==> src/rtl/mul_pkg.sv <==
// Shared types and helpers for the radix-4 Booth multiplier.
package mul_pkg;

  typedef enum logic [1:0] {
    StIdle = 2'd0,
    StCalc = 2'd1,
    StDone = 2'd2
  } state_e;

  typedef enum logic [2:0] {
    SelZero = 3'd0,
    SelP1   = 3'd1,
    SelP2   = 3'd2,
    SelM1   = 3'd3,
    SelM2   = 3'd4
  } booth_sel_e;

  // Radix-4 retires two multiplier bits per cycle over the (DATA_SIZE+2)-bit extended operand.
  function automatic int unsigned iter_count(input int unsigned data_size);
    return data_size / 2 + 1;
  endfunction

endpackage

==> src/rtl/add_sub.sv <==
// Two's-complement adder/subtractor; subtraction inverts b and injects the carry-in.
module add_sub #(
  parameter int unsigned Width = 8
) (
  input  logic [Width-1:0] a,
  input  logic [Width-1:0] b,
  input  logic             sub,
  output logic [Width-1:0] sum
);

  logic [Width-1:0] b_eff;

  assign b_eff = b ^ {Width{sub}};
  assign sum   = a + b_eff + Width'(sub);

endmodule

==> src/rtl/booth_pp_sel.sv <==
// Booth triplet decode and partial-product mux; negation is completed by the adder carry-in.
module booth_pp_sel
  import mul_pkg::*;
#(
  parameter int unsigned Width = 18
) (
  input  logic [2:0]       triplet,
  input  logic [Width-1:0] mcand,
  output logic [Width+1:0] pp,
  output logic             negate
);

  booth_sel_e       sel;
  logic [Width+1:0] m_ext;

  assign m_ext = {{2{mcand[Width-1]}}, mcand};

  always_comb begin
    sel = SelZero;
    unique case (triplet)
      3'b001, 3'b010: sel = SelP1;
      3'b011:         sel = SelP2;
      3'b100:         sel = SelM2;
      3'b101, 3'b110: sel = SelM1;
      default:        sel = SelZero;
    endcase
  end

  always_comb begin
    pp     = '0;
    negate = 1'b0;
    unique case (sel)
      SelP1: pp = m_ext;
      SelP2: pp = {m_ext[Width:0], 1'b0};
      SelM1: begin
        pp     = m_ext;
        negate = 1'b1;
      end
      SelM2: begin
        pp     = {m_ext[Width:0], 1'b0};
        negate = 1'b1;
      end
      default: pp = '0;
    endcase
  end

endmodule

==> src/rtl/d_ff_async_en.sv <==
// Enabled register with asynchronous active-low clear.
module d_ff_async_en #(
  parameter int unsigned Width = 1
) (
  input  logic             clk,
  input  logic             rst_n,
  input  logic             en,
  input  logic [Width-1:0] d,
  output logic [Width-1:0] q
);

  always_ff @(posedge clk or negedge rst_n) begin
    if (!rst_n) begin
      q <= '0;
    end else if (en) begin
      q <= d;
    end
  end

endmodule

==> src/rtl/mul_booth_fsm.sv <==
// Sequential radix-4 Booth multiplier with valid/ready handshakes on operands and result.
module mul_booth_fsm
  import mul_pkg::*;
#(
  parameter int unsigned DATA_SIZE = 16,
  parameter int unsigned ID_SIZE   = 4
) (
  input  logic                   clk,
  input  logic                   rst_n,
  input  logic [DATA_SIZE-1:0]   a_in,
  input  logic [DATA_SIZE-1:0]   b_in,
  input  logic                   signed_in,
  input  logic [ID_SIZE-1:0]     id_in,
  input  logic                   in_valid,
  output logic                   in_ready,
  output logic                   res_valid,
  input  logic                   res_ready,
  output logic [2*DATA_SIZE-1:0] result,
  output logic [ID_SIZE-1:0]     id_out,
  output logic                   busy
);

  localparam int unsigned W     = DATA_SIZE + 2;
  localparam int unsigned AccW  = W + 2;
  localparam int unsigned N     = iter_count(DATA_SIZE);
  localparam int unsigned CntW  = $clog2(N) + 1;

  state_e            state_q;
  logic [AccW-1:0]   acc_q, acc_nxt, pp, sum;
  logic [W:0]        mplr_q, mplr_nxt;
  logic [W-1:0]      mcand_q, ext_a, ext_b;
  logic [CntW-1:0]   cnt_q;
  logic [ID_SIZE-1:0] id_q;
  logic              negate, accept, last;

  assign in_ready  = (state_q == StIdle);
  assign res_valid = (state_q == StDone);
  assign busy      = (state_q != StIdle);
  assign accept    = in_valid & in_ready;
  assign last      = (state_q == StCalc) && (cnt_q == CntW'(N - 1));

  assign ext_a = {{2{signed_in & a_in[DATA_SIZE-1]}}, a_in};
  assign ext_b = {{2{signed_in & b_in[DATA_SIZE-1]}}, b_in};

  booth_pp_sel #(
    .Width (W)
  ) u_pp_sel (
    .triplet (mplr_q[2:0]),
    .mcand   (mcand_q),
    .pp      (pp),
    .negate  (negate)
  );

  add_sub #(
    .Width (AccW)
  ) u_add_sub (
    .a   (acc_q),
    .b   (pp),
    .sub (negate),
    .sum (sum)
  );

  // Arithmetic shift of the combined {acc, multiplier} register by two.
  assign acc_nxt  = {{2{sum[AccW-1]}}, sum[AccW-1:2]};
  assign mplr_nxt = {sum[1:0], mplr_q[W:2]};

  always_ff @(posedge clk or negedge rst_n) begin
    if (!rst_n) begin
      state_q <= StIdle;
      acc_q   <= '0;
      mplr_q  <= '0;
      mcand_q <= '0;
      cnt_q   <= '0;
    end else begin
      unique case (state_q)
        StIdle: begin
          if (accept) begin
            state_q <= StCalc;
            mcand_q <= ext_a;
            acc_q   <= '0;
            mplr_q  <= {ext_b, 1'b0};
            cnt_q   <= '0;
          end
        end
        StCalc: begin
          acc_q  <= acc_nxt;
          mplr_q <= mplr_nxt;
          cnt_q  <= cnt_q + CntW'(1);
          if (last) state_q <= StDone;
        end
        StDone: begin
          if (res_ready) state_q <= StIdle;
        end
        default: state_q <= StIdle;
      endcase
    end
  end

  d_ff_async_en #(
    .Width (ID_SIZE)
  ) u_id_q (
    .clk   (clk),
    .rst_n (rst_n),
    .en    (accept),
    .d     (id_in),
    .q     (id_q)
  );

  // Bit 0 of the multiplier register is the Booth guard bit, not a product bit.
  d_ff_async_en #(
    .Width (2 * DATA_SIZE)
  ) u_result_q (
    .clk   (clk),
    .rst_n (rst_n),
    .en    (last),
    .d     ({acc_nxt[DATA_SIZE-3:0], mplr_nxt[W:1]}),
    .q     (result)
  );

  d_ff_async_en #(
    .Width (ID_SIZE)
  ) u_id_out_q (
    .clk   (clk),
    .rst_n (rst_n),
    .en    (last),
    .d     (id_q),
    .q     (id_out)
  );

endmodule

==> config.mk <==
export PLATFORM = sky130hd
export DESIGN_NAME = mul_booth_fsm
export DESIGN_NICKNAME = d
export VERILOG_FILES = /design/src/rtl/mul_pkg.sv /design/src/rtl/add_sub.sv /design/src/rtl/booth_pp_sel.sv /design/src/rtl/d_ff_async_en.sv /design/src/rtl/mul_booth_fsm.sv
export SDC_FILE = /design/constraint.sdc
export NUM_CORES = 1
export LEC_CHECK = 0
export ABC_AREA = 1
export CAP_MARGIN = 10
export CORE_MARGIN = 2
export CORE_UTILIZATION = 56
export CTS_CLUSTER_DIAMETER = 30
export DETAILED_ROUTE_END_ITERATION = 7
export PLACE_DENSITY = 0.93
export SLEW_MARGIN = 20
export SYNTH_ARGS = -nofsm -noshare
export SYNTH_HDL_FRONTEND = slang
export SYNTH_HIERARCHICAL = 1
export SYNTH_SLANG_ARGS = --single-unit
==> constraint.sdc <==
create_clock -name clk -period 2.8 [get_ports clk]
set_clock_uncertainty 0.05 [all_clocks]
set_input_delay 0.56 -clock clk [delete_from_list [all_inputs] [get_ports clk]]
set_output_delay 0.56 -clock clk [all_outputs]
set_load 0.01 [all_outputs]
==> results_dict.tcl, run 1 <==
set metrics [dict create \
    status "finished with violations" \
    violations "DRC, setup timing" \
    viasPerCell 5.68 \
    numCtsBuffers 9 \
    drv_cap 0 \
    setup_viol 12 \
    cts_tree "done" \
    reg2reg_from "mplr_q[1]$_DFFE_PN0P_" \
    syn-cell-area_um2 5970 \
    die_x_um 107 \
    ioPinCount 80 \
    tightest_slew_ns 0.642 \
    final-hold-violation-count 0 \
    area_growth_pct 24.5 \
    synthArstFlopShare 1.00 \
    grt_pass1_wl_um 23300 \
    insertion_delay_ns 0.39 \
    grt_max_degree 73 \
    yosysTopAreaCellShare 0.423 \
    pre_cts_ws_ns 0.0371 \
    slew_headroom 0.571 \
    yosys.area.top_type "dfrtp_1" \
    die_h_um 107 \
    synth_warnings 6 \
    ys_types 33 \
    core_area_um2 10300 \
    netlist_instances 820 \
    max_freq_mhz 326 \
    drive_gt1_frac 0.134 \
    setup_tns_ns -1.38 \
    ys_ff_latch 101 \
    avgSynthCellArea_um2 7.28 \
    detail-route-antenna-nets 0 \
    cp-start-kind "register" \
    synth_nets 882 \
    routed_wl_um 17400 \
    num_rows 37 \
    required_ns 3.07 \
    post-route-min-period_ns 3.07 \
    crit_path_start "mplr_q[1]$_DFFE_PN0P_" \
    clk_pin_slew_ns 0.11 \
    dpl.hpwl_um 9780 \
    seq_area_frac_synth 0.423 \
    rsz0062_at_grt "true" \
    cts-root-buf "clkbuf_8" \
    dpl_cell_area_um2 6800 \
    h-tree-depth 3 \
    grt_pass1_vias 5160 \
    cp-end-kind "register" \
    netlist_top_cells_area "dfrtp_1 (42%), nand2_1 (27%), nand3_1 (5.4%)" \
    dieArea_um2 11500 \
    vias 5982 \
    finalMaxSlewViolations 0 \
    start_util 0.579 \
    synth_common_cells "nand2_1 (423), dfrtp_1 (101), nand3_1 (65), inv_1 (60), nor2_1 (27)" \
    worst-path-max-fanout 6 \
    synth_ff_type "dfrtp_1" \
    synth_edf_count 0 \
    hold_path_class "in -> async" \
    critPathKind "reg -> reg" \
    worstPathArrival_ns 3.34 \
    synth.most_common_cell "nand2_1" \
    drtPass1Iterations 8 \
    drc 3 \
    cts_num_sinks 101 \
    antenna_found_initial 0 \
    drtIter0Drc 856 \
    wl_per_cell_um 16.5 \
    fin_crit_sh 1.10 \
    nets 974 \
    io_buffers 79 \
    finalWorstSetupSlack_ns -0.267 \
    gr-total-overflow 0 \
    final_cell_area_um2 7440 \
    grt_usage 0.252 \
    antenna_cells 0 \
    clockBufferDepth 2 \
    gp_congestion 1.02 \
]
-- critical path, stage by stage, from the launching register on --
cell and delay (ns):
dfrtp_2 0.50, nand2_4 0.12, inv_4 0.07, nor2_4 0.24, nand2_1 0.09, nand2_1 0.14, xor2_2 0.10, ha_1 0.40
nand2_1 0.17, nor2_1 0.21, nand2_1 0.13, a21oi_1 0.24, nor2_1 0.10, xnor2_1 0.24, nand2_1 0.09, nand2_1 0.10
-- metrics by stage --
stage               hold slack (ns)  cells   util
floorplan                     0.214    820      -
global placement              0.404   1021  0.659
detailed placement            0.409   1021  0.659
CTS                          0.0458   1038  0.684
global route                 0.0466   1053  0.721
finish                       0.0283   1053  0.721
-- cell families (layout without fill, tap and decap cells) --
kind of cell    count (synthesis)  in the layout  synth area share
xor+xnor                       31             31            0.0455
simple gates                  548            549             0.376
flops                         101            101             0.423
buf+inv                        95            190            0.0871
compound gates                 24             25            0.0233
fa+ha+maj                      21             21            0.0452
-- timing repair --
action / 4_1_cts / 5_1_grt
pin swaps: 1 / 22
resized for setup: 1 / 54
hold buffers: 0 / 0
gates cloned: 0 / 4
setup endpoints to repair: 5 / 26
setup buffers: 1 / 11
-- state kept, by name, summed over array words and instances, names as in the netlist --
register and cells:
u_result_q/q 32, mplr_q 19, acc_q 18, mcand_q 17, cnt_q 5, u_id_out_q/q 4
u_id_q/q 4, state_q 2
-- cell usage in the layout (no fill, tap or decap), types with 2 or more instances in the layout --
cell,n
inv_8,4
inv_4,2
o21ai_0,5
nand3_2,5
nand2_4,4
ha_4,3
nand2_1,410
inv_6,2
inv_1,58
buf_12,3
xnor2_1,6
bufinv_16,2
nand3_1,63
nor2_1,22
nor2_2,4
xor2_1,18
nor2_4,5
o21ai_4,3
a21oi_2,5
clkdlybuf4s50_1,78
nand4_1,6
o21ai_1,2
dfrtp_2,3
clkbuf_16,2
nor3_2,2
inv_2,7
a21oi_1,10
dfrtp_1,98
clkbuf_8,9
nand2_2,25
xor2_2,6
buf_4,23
ha_1,16
-- final cells by class --
class,instances,area [µm²]
multi-input combinational,626,3170
fill,687,2880
sequential,101,2530
timing repair buffer,106,1060
inverter,68,268
tap,136,170
clock buffer,9,124
clock inverter,7,111
-- final timing paths --
check                      slack [ns]                           end  cells past startpoint
setup / recovery                -0.27          acc_q[9]$_DFFE_PN0P_                     15
setup reg to reg                -0.27          acc_q[9]$_DFFE_PN0P_                     15
max in group asynchronous        1.94          acc_q[7]$_DFFE_PN0P_                      2
min in group clk                 0.43  u_result_q/q[29]$_DFFE_PN0P_                      2
hold / removal                   0.03   u_id_out_q/q[1]$_DFFE_PN0P_                      1
hold reg to reg                  0.43  u_result_q/q[29]$_DFFE_PN0P_                      2
-- routing by layer --
metal  wire [µm]  global-route usage
met1        6680               0.339
met2        8160               0.412
met3        1550              0.0351
met4        1030               0.103
met5           0                   0
Power of run 1 is left out: the tool's default activity adds up to more than one toggle a clock period on the data nets, which glitch-free logic cannot reach.
==> inputs of run 2 (changes only) <==
--- a/config.mk
+++ b/config.mk
@@ -11,6 +11,7 @@
 export CORE_UTILIZATION = 56
 export CTS_CLUSTER_DIAMETER = 30
 export DETAILED_ROUTE_END_ITERATION = 7
+export MAX_ROUTING_LAYER = met4
 export PLACE_DENSITY = 0.93
 export SLEW_MARGIN = 20
 export SYNTH_ARGS = -nofsm -noshare
==> run 2 against run 1 <==
Effect of this change: the flow now finishes without violations; worst hold slack improved by 0.10 ns; die area unchanged; cell area decreased by 2.3%; count of clock-buffer cells in the layout increased by 1; non-clock buffer count decreased by 2; core utilization decreased by 1.6 points; global-route usage decreased by 0.23 points; worst setup slack improved by 0.37 ns; critical path type unchanged; critical endpoint is now acc_q[18]$_DFFE_PN0P_; highest routed layer unchanged.
==> results_dict.tcl, run 2 (synthesized netlist as in run 1, its figures left out) <==
set metrics [dict create \
    io_buffers 79 \
    tightest_slew_ns 0.640 \
    critPathKind "reg -> reg" \
    grt_usage 0.250 \
    antenna_cells 0 \
    cp-end-kind "register" \
    grt_pass1_wl_um 22300 \
    die_h_um 107 \
    dpl_cell_area_um2 6820 \
    clockBufferDepth 2 \
    post-route-min-period_ns 2.69 \
    cpMaxStageDelayCell "dfrtp_2" \
    top_regs "u_result_q/q x32, mplr_q x19, acc_q x18" \
    drv_cap 0 \
    viasPerCell 5.20 \
    final_cell_area_um2 7270 \
    crit_path_frequent_cell "nand2_1" \
    largest_register_ffs 32 \
    status "complete, no violations" \
    crit_path_start "mplr_q[1]$_DFFE_PN0P_" \
    routed_wl_um 14100 \
    grt_pass1_vias 4830 \
    setup_tns_ns 0 \
    finalMaxSlewViolations 0 \
    fillCellCount 787 \
    nets 971 \
    multiInputGateArea_um2 3080 \
    slew_headroom 0.573 \
    cts_num_sinks 101 \
    wl_per_cell_um 13.4 \
    finish.utilization 0.704 \
    die_x_um 107 \
    max_freq_mhz 371 \
    drtPass1Iterations 5 \
    area_growth_pct 21.7 \
    num_rows 37 \
    drive_gt1_frac 0.112 \
    path_buf_inv 3 \
    antenna_found_initial 0 \
    gp_congestion 1.00 \
    slowest_delay_ns 0.48 \
    h-tree-depth 3 \
    final_common_cell "nand2_1" \
    detail-route-antenna-nets 0 \
    critical_path.top_delay_family "simple AND/OR/NAND/NOR gates" \
    dieArea_um2 11500 \
    setup_viol 0 \
    cp-start-kind "register" \
    required_ns 3.03 \
    cts-root-buf "clkbuf_8" \
    drc 0 \
    numCtsBuffers 9 \
    core_area_um2 10300 \
    drtIter0Drc 519 \
    clk_pin_slew_ns 0.11 \
    worstPathArrival_ns 2.92 \
    gr-total-overflow 0 \
    cts_hold_buf 0 \
    insertion_delay_ns 0.38 \
    ioPinCount 80 \
    reg2reg_from "mplr_q[1]$_DFFE_PN0P_" \
    grt_max_degree 51 \
    final-hold-violation-count 0 \
    fin_crit_sh 0.962 \
    top_register "u_result_q/q" \
    worst-path-max-fanout 7 \
    hold_path_class "in -> async" \
    cts_tree "done" \
    start_util 0.579 \
    dpl.hpwl_um 9930 \
    final_cell_mix "nand2_1 (419), dfrtp_1 (99), clkdlybuf4s50_1 (78)" \
    path_cells "nand2_4 -> inv_4 -> nor2_4 -> buf_4 -> nand2_1 -> nand2_1 -> xor2_1 -> ha_1 -> nand2_1 -> inv_1 -> nand2_1 -> nand2_1 -> a21oi_1 -> nand3_1 -> nand2_1 -> nand2_1 -> nand2_1 -> nand2_1" \
    regArea_um2 2530 \
    vias 5456 \
]
## run 2: cell count changes in the layout (fill, tap and decap cells not counted), sizes merged
| cell | change |
|---|---|
| inv | -3 |
| bufinv | -2 |
| clkinv | +2 |
| clkinvlp | +2 |
| clkbuf | -1 |
| o21ai | -1 |
## run 2: layout make-up
cell class	instances	area share
clock inverters	6	0.00757
well taps	136	0.0234
multi-input cells	625	0.424
flip-flops and latches	101	0.348
clock buffers	10	0.0189
repair buffers	104	0.141
inverters	68	0.0368
## run 2: stage by stage
stage | setup slack [ns] | instances | hold WS [ns]
after floorplan | 0.376 | 820 | 0.214
after global placement | 0.0960 | 1023 | 0.404
after detailed placement | 0.0132 | 1023 | 0.408
after CTS | 0.0494 | 1039 | 0.156
after global routing | -0.0519 | 1050 | 0.176
final | 0.107 | 1050 | 0.133
## run 2: path summary, 6_finish.rpt
kind	end	slack, ns	cells past startpoint
max	acc_q[18]$_DFFE_PN0P_	0.11	18
min	u_id_out_q/q[1]$_DFFE_PN0P_	0.13	1
max reg2reg	acc_q[18]$_DFFE_PN0P_	0.11	18
min reg2reg	u_result_q/q[20]$_DFFE_PN0P_	0.43	2
max in group asynchronous	acc_q[4]$_DFFE_PN0P_	1.84	2
min in group clk	u_result_q/q[20]$_DFFE_PN0P_	0.43	2
## run 2: timing repair
item | CTS | global route
setup buffers | 0 | 10
endpoints found under the setup margin | 3 | 27
resized for setup | 1 | 32
cloned | 0 | 1
pin swaps | 0 | 11
## run 2: layer usage
layer	up-vias	share of wire	track usage
met3	40	0.056	0.0369
met5	-	0	-
met2	236	0.46	0.381
met1	2481	0.46	0.342
li1	2699	-	-
met4	0	0.027	0.0900
Power of run 2 is left out for the same reason.
==> RTL edit 1 (settings of run 2) <==
Re-encode `state_e` (3 states) as one-hot, 3 bits wide.
--- a/src/rtl/mul_pkg.sv
+++ b/src/rtl/mul_pkg.sv
@@ -1,10 +1,10 @@
 // Shared types and helpers for the radix-4 Booth multiplier.
 package mul_pkg;
 
-  typedef enum logic [1:0] {
-    StIdle = 2'd0,
-    StCalc = 2'd1,
-    StDone = 2'd2
+  typedef enum logic [2:0] {
+    StIdle = 3'b001,
+    StCalc = 3'b010,
+    StDone = 3'b100
   } state_e;
 
   typedef enum logic [2:0] {
Function: no difference found for any inputs over 10 cycles, from zero or initial values and one cycle with rst_n low; not proved beyond that.
==> RTL edit 1 against run 2 <==
Routed wire length is 3.0% higher; synthesized area is 2.7% higher; sequential cell count is 1 higher; cell area is 2.8% higher; setup slack worse by 42 ps; count of clock-buffer cells in the layout is 1 lower.
==> RTL edit 1: results <==
set metrics [dict create \
    portBuffers 79 \
    place_ws_ps -81.1 \
    synth_nets 922 \
    synthTopCellsByArea "dfrtp_1 41%, nand2_1 27%, nand3_1 6.4%" \
    ys_seq_area_frac 0.416 \
    grt_pass1_wl_microns 23400 \
    gp_congestion 1.05 \
    routed_wl_microns 14500 \
    path_clk_slew_ps 130 \
    max-slew-margin-rel 0.575 \
    largest_registers "u_result_q/q: 32 flops, mplr_q: 19 flops, acc_q: 18 flops" \
    drive_above_1_share 0.110 \
    first_iter_violations 355 \
    vias_per_cell 5.21 \
    min_path_type "input pin to asynchronous set/reset pin" \
    critical-path-top-delay-family "compound AO/OA/AOI/OAI gates" \
    numCtsBuffers 9 \
    ir_worst_vdd_v 0.000555 \
    grt_pass1_vias 5165 \
    status "finished clean" \
    clock_path_buffers 2 \
    dpl.hpwl_microns 9940 \
    startpoint "mplr_q[1]$_DFFE_PN0P_" \
    grt_use_total 0.258 \
    antenna_cells 0 \
    synthDistinctLibCells 34 \
    synth_common_cells "442 x nand2_1, 101 x dfrtp_1, 79 x nand3_1" \
    antenna_found_initial 0 \
    arrival_ps 2980 \
    grt_start_max_net_pins 52 \
    p_switching_mw 4.78 \
    crit_fanout 10 \
    cp_slowest_stage_delay_ps 480 \
    nets 1000 \
    async_flop_share 1.00 \
    root_buffer "clkbuf_8" \
]
==> RTL edit 1: metal layers <==
metal | wire length (microns) | global-route usage
met5 | 0 | -
met4 | 225 | 0.0824
met1 | 6600 | 0.337
met3 | 672 | 0.0412
met2 | 7010 | 0.416
==> RTL edit 1: timing repair <==
| item | 4_1_cts | 5_1_grt |
|---|---|---|
| gates resized for setup | 6 | 33 |
| endpoints found under the setup margin | 2 | 26 |
| buffers inserted | 3 | 3 |
| gates cloned | 1 | 1 |
| pin swaps | 1 | 12 |
==> RTL edit 1: power by group through the flow <==
stage                     Clock [mW]  Sequential (mW)  Combinational [mW]
after floorplan                    0             2.39                4.00
after global placement             0             2.40                5.25
after detailed placement           0             2.42                5.36
after CTS                       1.01             2.40                5.49
after global routing            1.06             2.50                6.76
final                          0.990             2.44                6.10
==> RTL edit 1: per-stage QoR <==
| step | instance area (sq um) | std cells | utilization |
|---|---|---|---|
| 6_report | 7470 | 1083 | 0.695 |
| 4_1_cts | 7260 | 1079 | 0.675 |
| 3_3_place_gp | 6990 | 1059 | 0.650 |
| 2_1_floorplan | 6130 | 860 | - |
| 3_5_place_dp | 6990 | 1059 | 0.650 |
| 5_1_grt | 7470 | 1083 | 0.695 |
==> RTL edit 1: kinds of logic after synthesis <==
kind of cell,synth area share
adders and majority gates,0.0441
xor gates and xnor gates,0.0428
buffers and inverters,0.0808
DFF,0.416
and+or+nand+nor,0.396
AOI/OAI and AO/OA,0.0200
==> RTL edit 1: path summary, 6_finish.rpt <==
path / to / slack, ps / cells after the start
setup / recovery: acc_q[16]$_DFFE_PN0P_ / 70 / 15
setup reg to reg: acc_q[16]$_DFFE_PN0P_ / 70 / 15
hold / removal: u_result_q/q[4]$_DFFE_PN0P_ / 130 / 1
hold reg to reg: u_result_q/q[23]$_DFFE_PN0P_ / 430 / 2
max in group asynchronous: acc_q[8]$_DFFE_PN0P_ / 1830 / 2
min in group clk: u_result_q/q[23]$_DFFE_PN0P_ / 430 / 2
==> RTL edit 1: area by class of cell <==
cell class | count | area (sq um)
sequential | 102 | 2560
clock inverter | 7 | 93.8
timing repair buffer | 97 | 986
inverter | 66 | 258
fill | 842 | 3270
clock buffer | 9 | 124
multi-input combinational | 662 | 3280
tap | 140 | 175
==> RTL edit 2 (config.mk and constraints of run 2) <==
Without the edit above. `DATA_SIZE`: 16 -> 32.
--- a/src/rtl/mul_booth_fsm.sv
+++ b/src/rtl/mul_booth_fsm.sv
@@ -2,7 +2,7 @@
 module mul_booth_fsm
   import mul_pkg::*;
 #(
-  parameter int unsigned DATA_SIZE = 16,
+  parameter int unsigned DATA_SIZE = 32,
   parameter int unsigned ID_SIZE   = 4
 ) (
   input  logic                   clk,
Interface: changed (resized a_in, b_in and result); port bits go from 80 to 144. The function was not compared with the original's and may differ.
==> RTL edit 2 against run 2 <==
The flow now finishes with violations (design-rule violations, negative hold slack, negative setup slack); first-iteration DRC count increased to 4.9 times the old value; sequential cell count grew 81; setup slack worse by 970 ps; cell area rose by 120%; via count is 140% higher; synthesized area increased by 80%; die area rose by 77%; sequential share of layout area decreased by 6.3 points; routed wire length grew to 3.5 times the old value; worst hold slack got worse by 140 ps; highest routed layer unchanged.
Power is not shown: default switching activity piles up to over one toggle a cycle in this logic, so the estimate is an artifact.
==> RTL edit 2: results <==
set metrics [dict create \
    root_buffer "clkbuf_16" \
    startpoint "mplr_q[0]$_DFFE_PN0P_" \
    via_count 13000 \
    path_clk_slew_ps 80 \
    routed_wl_microns 49400 \
    grt_use_total 0.352 \
    grt_pass1_wl_microns 54400 \
    drc 119 \
    r2r_end "u_result_q/q[49]$_DFFE_PN0P_" \
    first_iter_violations 2542 \
    arrival_ps 3990 \
    synthTopCellsByArea "dfrtp_1 42%, nand2_1 23%, inv_1 5.3%" \
    finalHoldViolCount 2 \
    first_pass_iters 8 \
    portBuffers 143 \
    synth_common_cells "670 x nand2_1, 182 x dfrtp_1, 151 x inv_1" \
    antenna_cells 0 \
    numCtsBuffers 17 \
    setup_violations 62 \
    min_path_type "input pin to asynchronous set/reset pin" \
    synthDistinctLibCells 34 \
    status "complete, but fails checks" \
    setup_ws_ps -859 \
    nets 1839 \
    drive_above_1_share 0.301 \
    whs_ps -4.57 \
    grt_start_max_net_pins 70 \
    place_ws_ps -183 \
    clock_latency_ps 460 \
    dpl.hpwl_microns 21200 \
    grt_pass1_vias 10800 \
    cts_htree_levels 4 \
    num-fill-cells 841 \
    placement.cell_area_sq_mm 0.0129 \
    ys_seq_area_frac 0.423 \
    gp_congestion 0.965 \
    violations "design-rule violations, negative hold slack, negative setup slack" \
    largest_registers "u_result_q/q: 64 flops, mplr_q: 35 flops, acc_q: 34 flops" \
]
-- RTL edit 2: changes by cell type in the layout (fill, tap and decap cells not counted), moves of 34 or more --
cell,change
a22o_1,+34
buf_4,+90
clkdlybuf4s50_1,+64
dfrtp_1,+82
inv_1,+71
nand2_1,+117
nand2_2,+92
nand2_4,+36
o21ai_1,+42
-- RTL edit 2: worst max path at each step --
stage                                        end  slack [ps]  depth (start not counted)
CTS                        acc_q[29]$_DFFE_PN0P_        -140                         20
floorplan                  acc_q[22]$_DFFE_PN0P_         110                         18
global route               acc_q[29]$_DFFE_PN0P_        -970                         20
detailed placement         acc_q[24]$_DFFE_PN0P_        -180                         17
finish              u_result_q/q[49]$_DFFE_PN0P_        -860                         18
global placement           acc_q[27]$_DFFE_PN0P_        -120                         18
-- RTL edit 2: metrics by stage --
step	std cells	TNS [ps]	utilization	hold slack (ps)
global route	1976	-33980	0.851	36.8
global placement	1892	-1470	0.687	404
finish	1976	-30310	0.851	-4.57
floorplan	1481	0	-	214
detailed placement	1892	-4030	0.687	407
CTS	1948	-2570	0.761	24.3
-- RTL edit 2: cell type report --
type                            instances  area, sq um  share of cell area
Multi-Input combinational cell       1087         7100               0.445
Sequential cell                       182         4560               0.285
Timing Repair Buffer                  283         2800               0.175
Inverter                              158          609              0.0382
Clock buffer                           17          425              0.0266
Tap cell                              234          293              0.0183
Clock inverter                         15          189              0.0118
-- RTL edit 2: worst max-delay path: stages (launching register included) --
cell	delay (ps)
dfrtp_1	450
buf_6	160
o21ai_4	180
buf_12	170
clkbuf_16	160
nand3_1	90
nand2_2	100
xor2_2	400
ha_4	300
nand2_1	80
nand2_1	80
inv_1	110
nand2_2	90
a21oi_2	200
nand3_4	230
xor2_4	360
buf_4	200
nand2_1	60
nand2_1	80
-- RTL edit 2: cells by family (layout without fill, tap and decap cells) --
group,after synthesis,count (layout),share of synthesized area
compound gates,161,161,0.0887
fa+ha+maj,37,37,0.0437
flops,182,182,0.423
simple gates,835,835,0.311
buf+inv,212,473,0.0902
xor+xnor,54,54,0.0439
-- RTL edit 2: layer usage --
| metal | track usage | vias to the layer above | routed length (microns) |
|---|---|---|---|
| li1 | - | 5090 | - |
| met5 | - | - | 0 |
| met4 | 0.150 | 0 | 5070 |
| met2 | 0.535 | 1462 | 20900 |
| met3 | 0.0644 | 583 | 7300 |
| met1 | 0.466 | 5883 | 16100 |
-- RTL edit 2: what timing repair did --
item	4_1_cts	5_1_grt
setup endpoints to repair	54	61
setup buffers	22	21
gates cloned	2	8
pin swaps	32	122
resized for setup	133	304
